## src/rtl/via_sr_link.sv

```systemverilog
// via_sr_link: serial link to a 6522 VIA shift register.
// RX samples VIA-driven CB1/CB2 into a byte FIFO. TX generates CB1 and shifts
// bytes into the VIA MSB first. The two paths run concurrently.
module via_sr_link #(
    parameter int CLK_DIV    = 4,
    parameter int FIFO_DEPTH = 4,
    parameter int RX_TIMEOUT = 1024
) (
    input  logic       clk,
    input  logic       reset,
    input  logic       enable,
    input  logic       cb1_out,
    input  logic       cb2_out,
    output logic       cb1_in,
    output logic       cb2_in,
    output logic [7:0] rx_data,
    output logic       rx_valid,
    input  logic       rx_ready,
    output logic       rx_overflow,
    input  logic       rx_overflow_clr,
    input  logic [7:0] tx_data,
    input  logic       tx_valid,
    output logic       tx_ready
);

    localparam int AW = $clog2(FIFO_DEPTH);
    localparam int TW = $clog2(RX_TIMEOUT + 1);

    typedef enum logic [1:0] {TX_IDLE, TX_LOW, TX_HIGH} tx_state_t;

    // ---------------- RX ----------------
    logic          cb1_prev;
    logic          rx_edge;
    logic [7:0]    rx_sh;
    logic [2:0]    bit_cnt;
    logic [TW-1:0] to_cnt;
    logic          push;
    logic [7:0]    rx_byte;

    assign rx_edge = enable && !cb1_prev && cb1_out;
    assign push    = rx_edge && (bit_cnt == 3'd7);
    assign rx_byte = {rx_sh[6:0], cb2_out};

    // Previous CB1 level; resets high so a high line at release is not an edge.
    always_ff @(posedge clk or negedge reset) begin
        if (!reset) cb1_prev <= 1'b1;
        else        cb1_prev <= cb1_out;
    end

    // RX shifter, bit counter and idle timeout that drops a stalled partial byte.
    always_ff @(posedge clk or negedge reset) begin
        if (!reset) begin
            rx_sh   <= '0;
            bit_cnt <= '0;
            to_cnt  <= '0;
        end else if (!enable) begin
            bit_cnt <= '0;
            to_cnt  <= '0;
        end else if (rx_edge) begin
            rx_sh   <= rx_byte;
            bit_cnt <= bit_cnt + 3'd1;   // wraps to 0 on the 8th bit
            to_cnt  <= '0;
        end else if (bit_cnt != 3'd0) begin
            if (to_cnt == TW'(RX_TIMEOUT - 1)) begin
                bit_cnt <= '0;
                to_cnt  <= '0;
            end else begin
                to_cnt <= to_cnt + TW'(1);
            end
        end
    end

    // ---------------- RX FIFO ----------------
    logic [7:0]  mem [FIFO_DEPTH];
    logic [AW-1:0] wr_ptr, rd_ptr;
    logic [AW:0]   cnt;
    logic          full, pop, wr_en;

    assign full     = (cnt == (AW+1)'(FIFO_DEPTH));
    assign rx_valid = (cnt != '0);
    assign pop      = rx_valid && rx_ready;
    assign wr_en    = push && (!full || pop);
    assign rx_data  = rx_valid ? mem[rd_ptr] : 8'h00;

    // FIFO storage; contents are don't-care until written.
    always_ff @(posedge clk) begin
        if (wr_en) mem[wr_ptr] <= rx_byte;
    end

    // FIFO pointers, occupancy and sticky overflow (set wins over clear).
    always_ff @(posedge clk or negedge reset) begin
        if (!reset) begin
            wr_ptr      <= '0;
            rd_ptr      <= '0;
            cnt         <= '0;
            rx_overflow <= 1'b0;
        end else begin
            if (wr_en) wr_ptr <= wr_ptr + AW'(1);
            if (pop)   rd_ptr <= rd_ptr + AW'(1);
            case ({wr_en, pop})
                2'b10:   cnt <= cnt + (AW+1)'(1);
                2'b01:   cnt <= cnt - (AW+1)'(1);
                default: cnt <= cnt;
            endcase
            if (push && full && !pop)  rx_overflow <= 1'b1;
            else if (rx_overflow_clr)  rx_overflow <= 1'b0;
        end
    end

    // ---------------- TX ----------------
    tx_state_t  state, nstate;
    logic [7:0] div_cnt;
    logic [2:0] bit_idx;
    logic [7:0] tx_sh;
    logic       div_done;

    assign div_done = (div_cnt == 8'(CLK_DIV - 1));

    // TX state register.
    always_ff @(posedge clk or negedge reset) begin
        if (!reset) state <= TX_IDLE;
        else        state <= nstate;
    end

    // TX next state and line outputs; enable low always returns to idle.
    always_comb begin
        nstate   = state;
        tx_ready = 1'b0;
        cb1_in   = 1'b1;
        cb2_in   = 1'b1;
        case (state)
            TX_IDLE: begin
                tx_ready = 1'b1;
                if (tx_valid && enable) nstate = TX_LOW;
            end
            TX_LOW: begin
                cb1_in = 1'b0;
                cb2_in = tx_sh[7];
                if (div_done) nstate = TX_HIGH;
            end
            TX_HIGH: begin
                cb2_in = tx_sh[7];
                if (div_done) nstate = (bit_idx == 3'd7) ? TX_IDLE : TX_LOW;
            end
            default: nstate = TX_IDLE;
        endcase
        if (!enable) nstate = TX_IDLE;
    end

    // TX half-period divider, byte shifter and bit index.
    always_ff @(posedge clk or negedge reset) begin
        if (!reset) begin
            div_cnt <= '0;
            bit_idx <= '0;
            tx_sh   <= '0;
        end else begin
            if (state == TX_IDLE || div_done || !enable) div_cnt <= '0;
            else                                          div_cnt <= div_cnt + 8'd1;
            if (state == TX_IDLE && nstate == TX_LOW) begin
                tx_sh   <= tx_data;
                bit_idx <= '0;
            end else if (state == TX_HIGH && div_done && enable) begin
                tx_sh   <= {tx_sh[6:0], 1'b0};
                bit_idx <= bit_idx + 3'd1;
            end
        end
    end

endmodule

```

## config.mk

```make
export PLATFORM = sky130hd
export DESIGN_NAME = via_sr_link
export DESIGN_NICKNAME = d
export VERILOG_FILES = /design/src/rtl/via_sr_link.sv
export SDC_FILE = /design/constraint.sdc
export NUM_CORES = 1
export LEC_CHECK = 0
export CORE_UTILIZATION = 45
export CTS_BUF_LIST = sky130_fd_sc_hd__clkbuf_4 sky130_fd_sc_hd__clkbuf_8
export DETAILED_ROUTE_END_ITERATION = 10
export GPL_TIMING_DRIVEN = 0
export HOLD_SLACK_MARGIN = 0.12
export PLACE_DENSITY = 0.74
export SYNTH_ARGS = -nofsm -noshare
export SYNTH_HDL_FRONTEND = slang
export SYNTH_SLANG_ARGS = --single-unit
export TNS_END_PERCENT = 30
```

## constraint.sdc

```tcl
create_clock -name clk -period 4.5 [get_ports clk]
set_input_delay 0.9 -clock clk [delete_from_list [all_inputs] [get_ports clk]]
set_output_delay 0.9 -clock clk [all_outputs]
set_load 0.03 [all_outputs]
```

==> impl_summary.log <==
INFO  metric count_of_vias_placed_by_the_detailed_router = between 2000 and 2500
INFO  metric setup_total_negative_slack = 0 ns
INFO  metric clock-sinks = 83
INFO  metric max_slew_margin = 0.602
INFO  metric totalWireLength = 6730 um
INFO  metric largest_net_degree_at_the_start_of_global_routing = 33
INFO  metric final_hold_viol_count = 0
INFO  metric gp_congestion = 0.777
INFO  metric gr-total-overflow = 0
INFO  metric ctsRootBufferMaster = sky130_fd_sc_hd__clkbuf_8
INFO  metric cts.hold.buffers_added = 0
INFO  metric total_leakage_power = 1.89 nW
INFO  metric ys_dominant_reg_cell = sky130_fd_sc_hd__dfrtp_1
INFO  metric post-route-min-period = between 3 and 4 ns
INFO  metric coreArea = between 8000 and 9000 um2
INFO  metric fin_worst_skew = between 0.008 and 0.009 ns
INFO  metric dp.final_hpwl = around 4800 um
INFO  metric cap_violations = 0
INFO  metric drtAntennaViolNets = 0
INFO  metric synth_seq_area_share = 0.570
INFO  metric wl_per_cell = 14.6 um
INFO  metric cts_htree_levels = 3
INFO  metric cp-end-kind = output pin
INFO  metric synth_edf_count = 32
INFO  metric final-max-slew-violation-count = 0
INFO  metric peakVddDrop = a little under 0.0002 V
INFO  metric cts.clk_slew.worst_paths = 0.09 ns
INFO  metric synth_fp_nets = 343
INFO  metric antenna-diode-count = 0
INFO  metric final_cell_mix = sky130_fd_sc_hd__dfrtp_1 (50), sky130_fd_sc_hd__nand2_1 (38), sky130_fd_sc_hd__edfxtp_1 (32), sky130_fd_sc_hd__clkdlybuf4s50_1 (26), sky130_fd_sc_hd__nor2_1 (21)
INFO  metric floorplan.initialDensity = 0.471
INFO  metric ctsLongestPathBuffers = 2
INFO  metric max_freq = approximately 320 MHz
INFO  metric cell_row_count = 33
INFO  metric via_per_inst = around 5.3
INFO  metric wire_length_of_the_first_global_routing_pass = approximately 11000 um
INFO  metric antenna_found_initial = 0
INFO  metric clkLatencyLatePin = 0.35 ns
INFO  metric crit_path_launch = rd_ptr[0]
INFO  metric setup.worst_path.start_class = flop
INFO  metric cts_resized = 0
INFO  metric critPathMaxFanout = 10
INFO  metric crit-reg2reg-launch = bit_cnt[0]
INFO  metric floorplan.die.height = 95.4 um
INFO  metric grt_setup_unrepaired = false
INFO  metric worst-slew-pin-transition = slightly below 0.6 ns
INFO  metric count_of_endpoints_failing_setup_in_the_final_report = 0
INFO  metric drt_pass_1_iters = 4
INFO  metric netlist_instances = around 310
INFO  metric dieWidth = 95.4 um
INFO  metric ioPinCount = 29
INFO  metric criticalPathCategory = reg2out
INFO  metric preCtsSetupSlack = 0.972 ns
INFO  metric areaGrowthSynthToFinish = 15.2%
INFO  metric cp_data_arrival_time = 2.27 ns
INFO  metric average_cell_area_after_synthesis = ~13 um2
INFO  metric crit_slowest_cell = sky130_fd_sc_hd__clkdlybuf4s50_1
INFO  metric drcViolationCount = 0
INFO  metric mostFrequentLayoutCell = sky130_fd_sc_hd__dfrtp_1
INFO  metric synth_cell_type_count = 50
INFO  metric cp.required = roughly 3.6 ns
INFO  metric cts_tree = yes
INFO  metric final.setup.worst_slack = roughly 1.3 ns
INFO  metric ys_ff_latch = 83
INFO  metric via_count_of_the_first_global_routing_pass = ~2400
INFO  metric path_cells = buf_2 > mux4_2 > and2_1 > clkdlybuf4s50_1
INFO  metric worstRegToRegCells = 7
INFO  metric cts_inserted_buffers = 9
INFO  metric nNetsFinal = 382
INFO  metric place.port_buffers = 27
INFO  metric post-cts-setup-buffer-count = 0
INFO  metric async_flop_share = 0.614
INFO  metric track_usage = 0.166
INFO  metric syn-cell-area = between 3000 and 4000 um2
INFO  metric ys.warnings.count = 0
INFO  metric worst_hold_path_class = in2async
INFO  metric drt_iter0_markers = 86
INFO  metric drive_gt1_frac = 0.144
INFO  metric min_period_over_period = 0.705
INFO  metric fp.dieArea = 9100 um2
INFO  metric crit_path_max_cell_delay = 0.59 ns
INFO  metric power_density = between 400 and 500 nW/um2
INFO  metric outcome = finished clean
-- report_power, final --
group | internal, mW | total (mW) | switching, mW | leakage (nW)
clock network | 0.209 | 0.500 | 0.291 | 0.0886
logic | 0.286 | 0.581 | 0.295 | 0.848
registers | 0.854 | 0.908 | 0.0545 | 0.957
-- routing by layer --
metal / up-vias / part of all wire / track usage
li1: 1179 / - / -
met1: 1229 / 0.45 / 0.209
met2: 40 / 0.50 / 0.271
met3: 8 / 0.037 / 0.0534
met4: 0 / 0.015 / 0.0560
met5: - / 0 / 0
-- sequential cells by signal (all words and copies together), names as in the netlist --
register,count
tx_sh,8
mem,32
cnt,3
div_cnt,8
bit_idx,3
state,2
to_cnt,11
rx_sh,7
cb1_prev,1
rx_overflow,1
wr_ptr,2
bit_cnt,3
rd_ptr,2
-- path summary, 6_finish.rpt --
kind | endpoint | slack [ns]
worst max register to register | cnt[2] | 1.93
min in group clk | to_cnt[3] | 0.50
worst min register to register | to_cnt[3] | 0.50
max in group asynchronous | to_cnt[0] | 3.49
worst max-delay path | rx_data[7] | 1.33
worst min-delay path | bit_idx[1] | 0.48
-- kinds of logic (layout without fill, tap and decap cells) --
logic type,count (synthesis),after routing,synth area share
AO/OA/AOI/OAI,29,29,0.0526
AND/OR/NAND/NOR,116,116,0.150
adder cells (fa/ha/maj),16,16,0.0529
multiplexers,26,26,0.108
flip-flops,83,83,0.570
XOR/XNOR,18,18,0.0402
buffers and inverters,23,67,0.0265
-- through the flow --
step	power [mW]	utilization	area, um2	instances	hold slack (ns)
after floorplan	1.32	-	3930	311	0.469
after global placement	1.49	0.519	4330	443	0.498
after detailed placement	1.52	0.521	4340	444	0.497
after CTS	2.01	0.542	4520	460	0.490
after global routing	2.09	0.542	4520	460	0.507
final	1.99	0.542	4520	460	0.483
-- cell type report --
type	count	area, um2
Tap cell	105	131
Fill cell	704	3820
Timing Repair Buffer	28	285
Buffer	8	47.5
Inverter	15	56.3
Sequential cell	83	2240
Multi-Input combinational cell	205	1580
Clock inverter	7	57.6
Clock buffer	9	124
-- cell usage after synthesis, types with 2 or more instances --
cell type,n,area (um2)
sky130_fd_sc_hd__a21oi_1,3,15.0
sky130_fd_sc_hd__nand2b_1,3,18.8
sky130_fd_sc_hd__mux2_4,12,180
sky130_fd_sc_hd__clkbuf_1,4,15.0
sky130_fd_sc_hd__and3_1,4,25.0
sky130_fd_sc_hd__inv_1,15,56.3
sky130_fd_sc_hd__edfxtp_1,32,961
sky130_fd_sc_hd__nor3_1,4,20.0
sky130_fd_sc_hd__nand3_1,15,75.1
sky130_fd_sc_hd__xor2_1,12,105
sky130_fd_sc_hd__nand3b_1,3,22.5
sky130_fd_sc_hd__mux2_2,2,22.5
sky130_fd_sc_hd__dfrtp_1,50,1250
sky130_fd_sc_hd__nor4_1,2,12.5
sky130_fd_sc_hd__nand4_1,2,12.5
sky130_fd_sc_hd__mux2i_1,4,40.0
sky130_fd_sc_hd__and2_1,13,81.3
sky130_fd_sc_hd__or3_1,3,18.8
sky130_fd_sc_hd__o21ai_0,9,45.0
sky130_fd_sc_hd__a22o_1,2,17.5
sky130_fd_sc_hd__xnor2_1,6,52.6
sky130_fd_sc_hd__buf_2,2,10.0
sky130_fd_sc_hd__a31oi_1,2,12.5
sky130_fd_sc_hd__mux4_2,8,180
sky130_fd_sc_hd__nor2_1,21,78.8
sky130_fd_sc_hd__nand2_1,38,143
sky130_fd_sc_hd__buf_6,2,22.5
sky130_fd_sc_hd__ha_1,15,188
sky130_fd_sc_hd__nor2b_1,2,12.5
-- critical path, delay by kind of cell (launching register included) --
family	cells	cell delay, ns
buf+inv	2	0.89
mux	1	0.53
flops	1	0.32
simple gates	1	0.17
No activity file was read; power rests on OpenSTA's default activity.
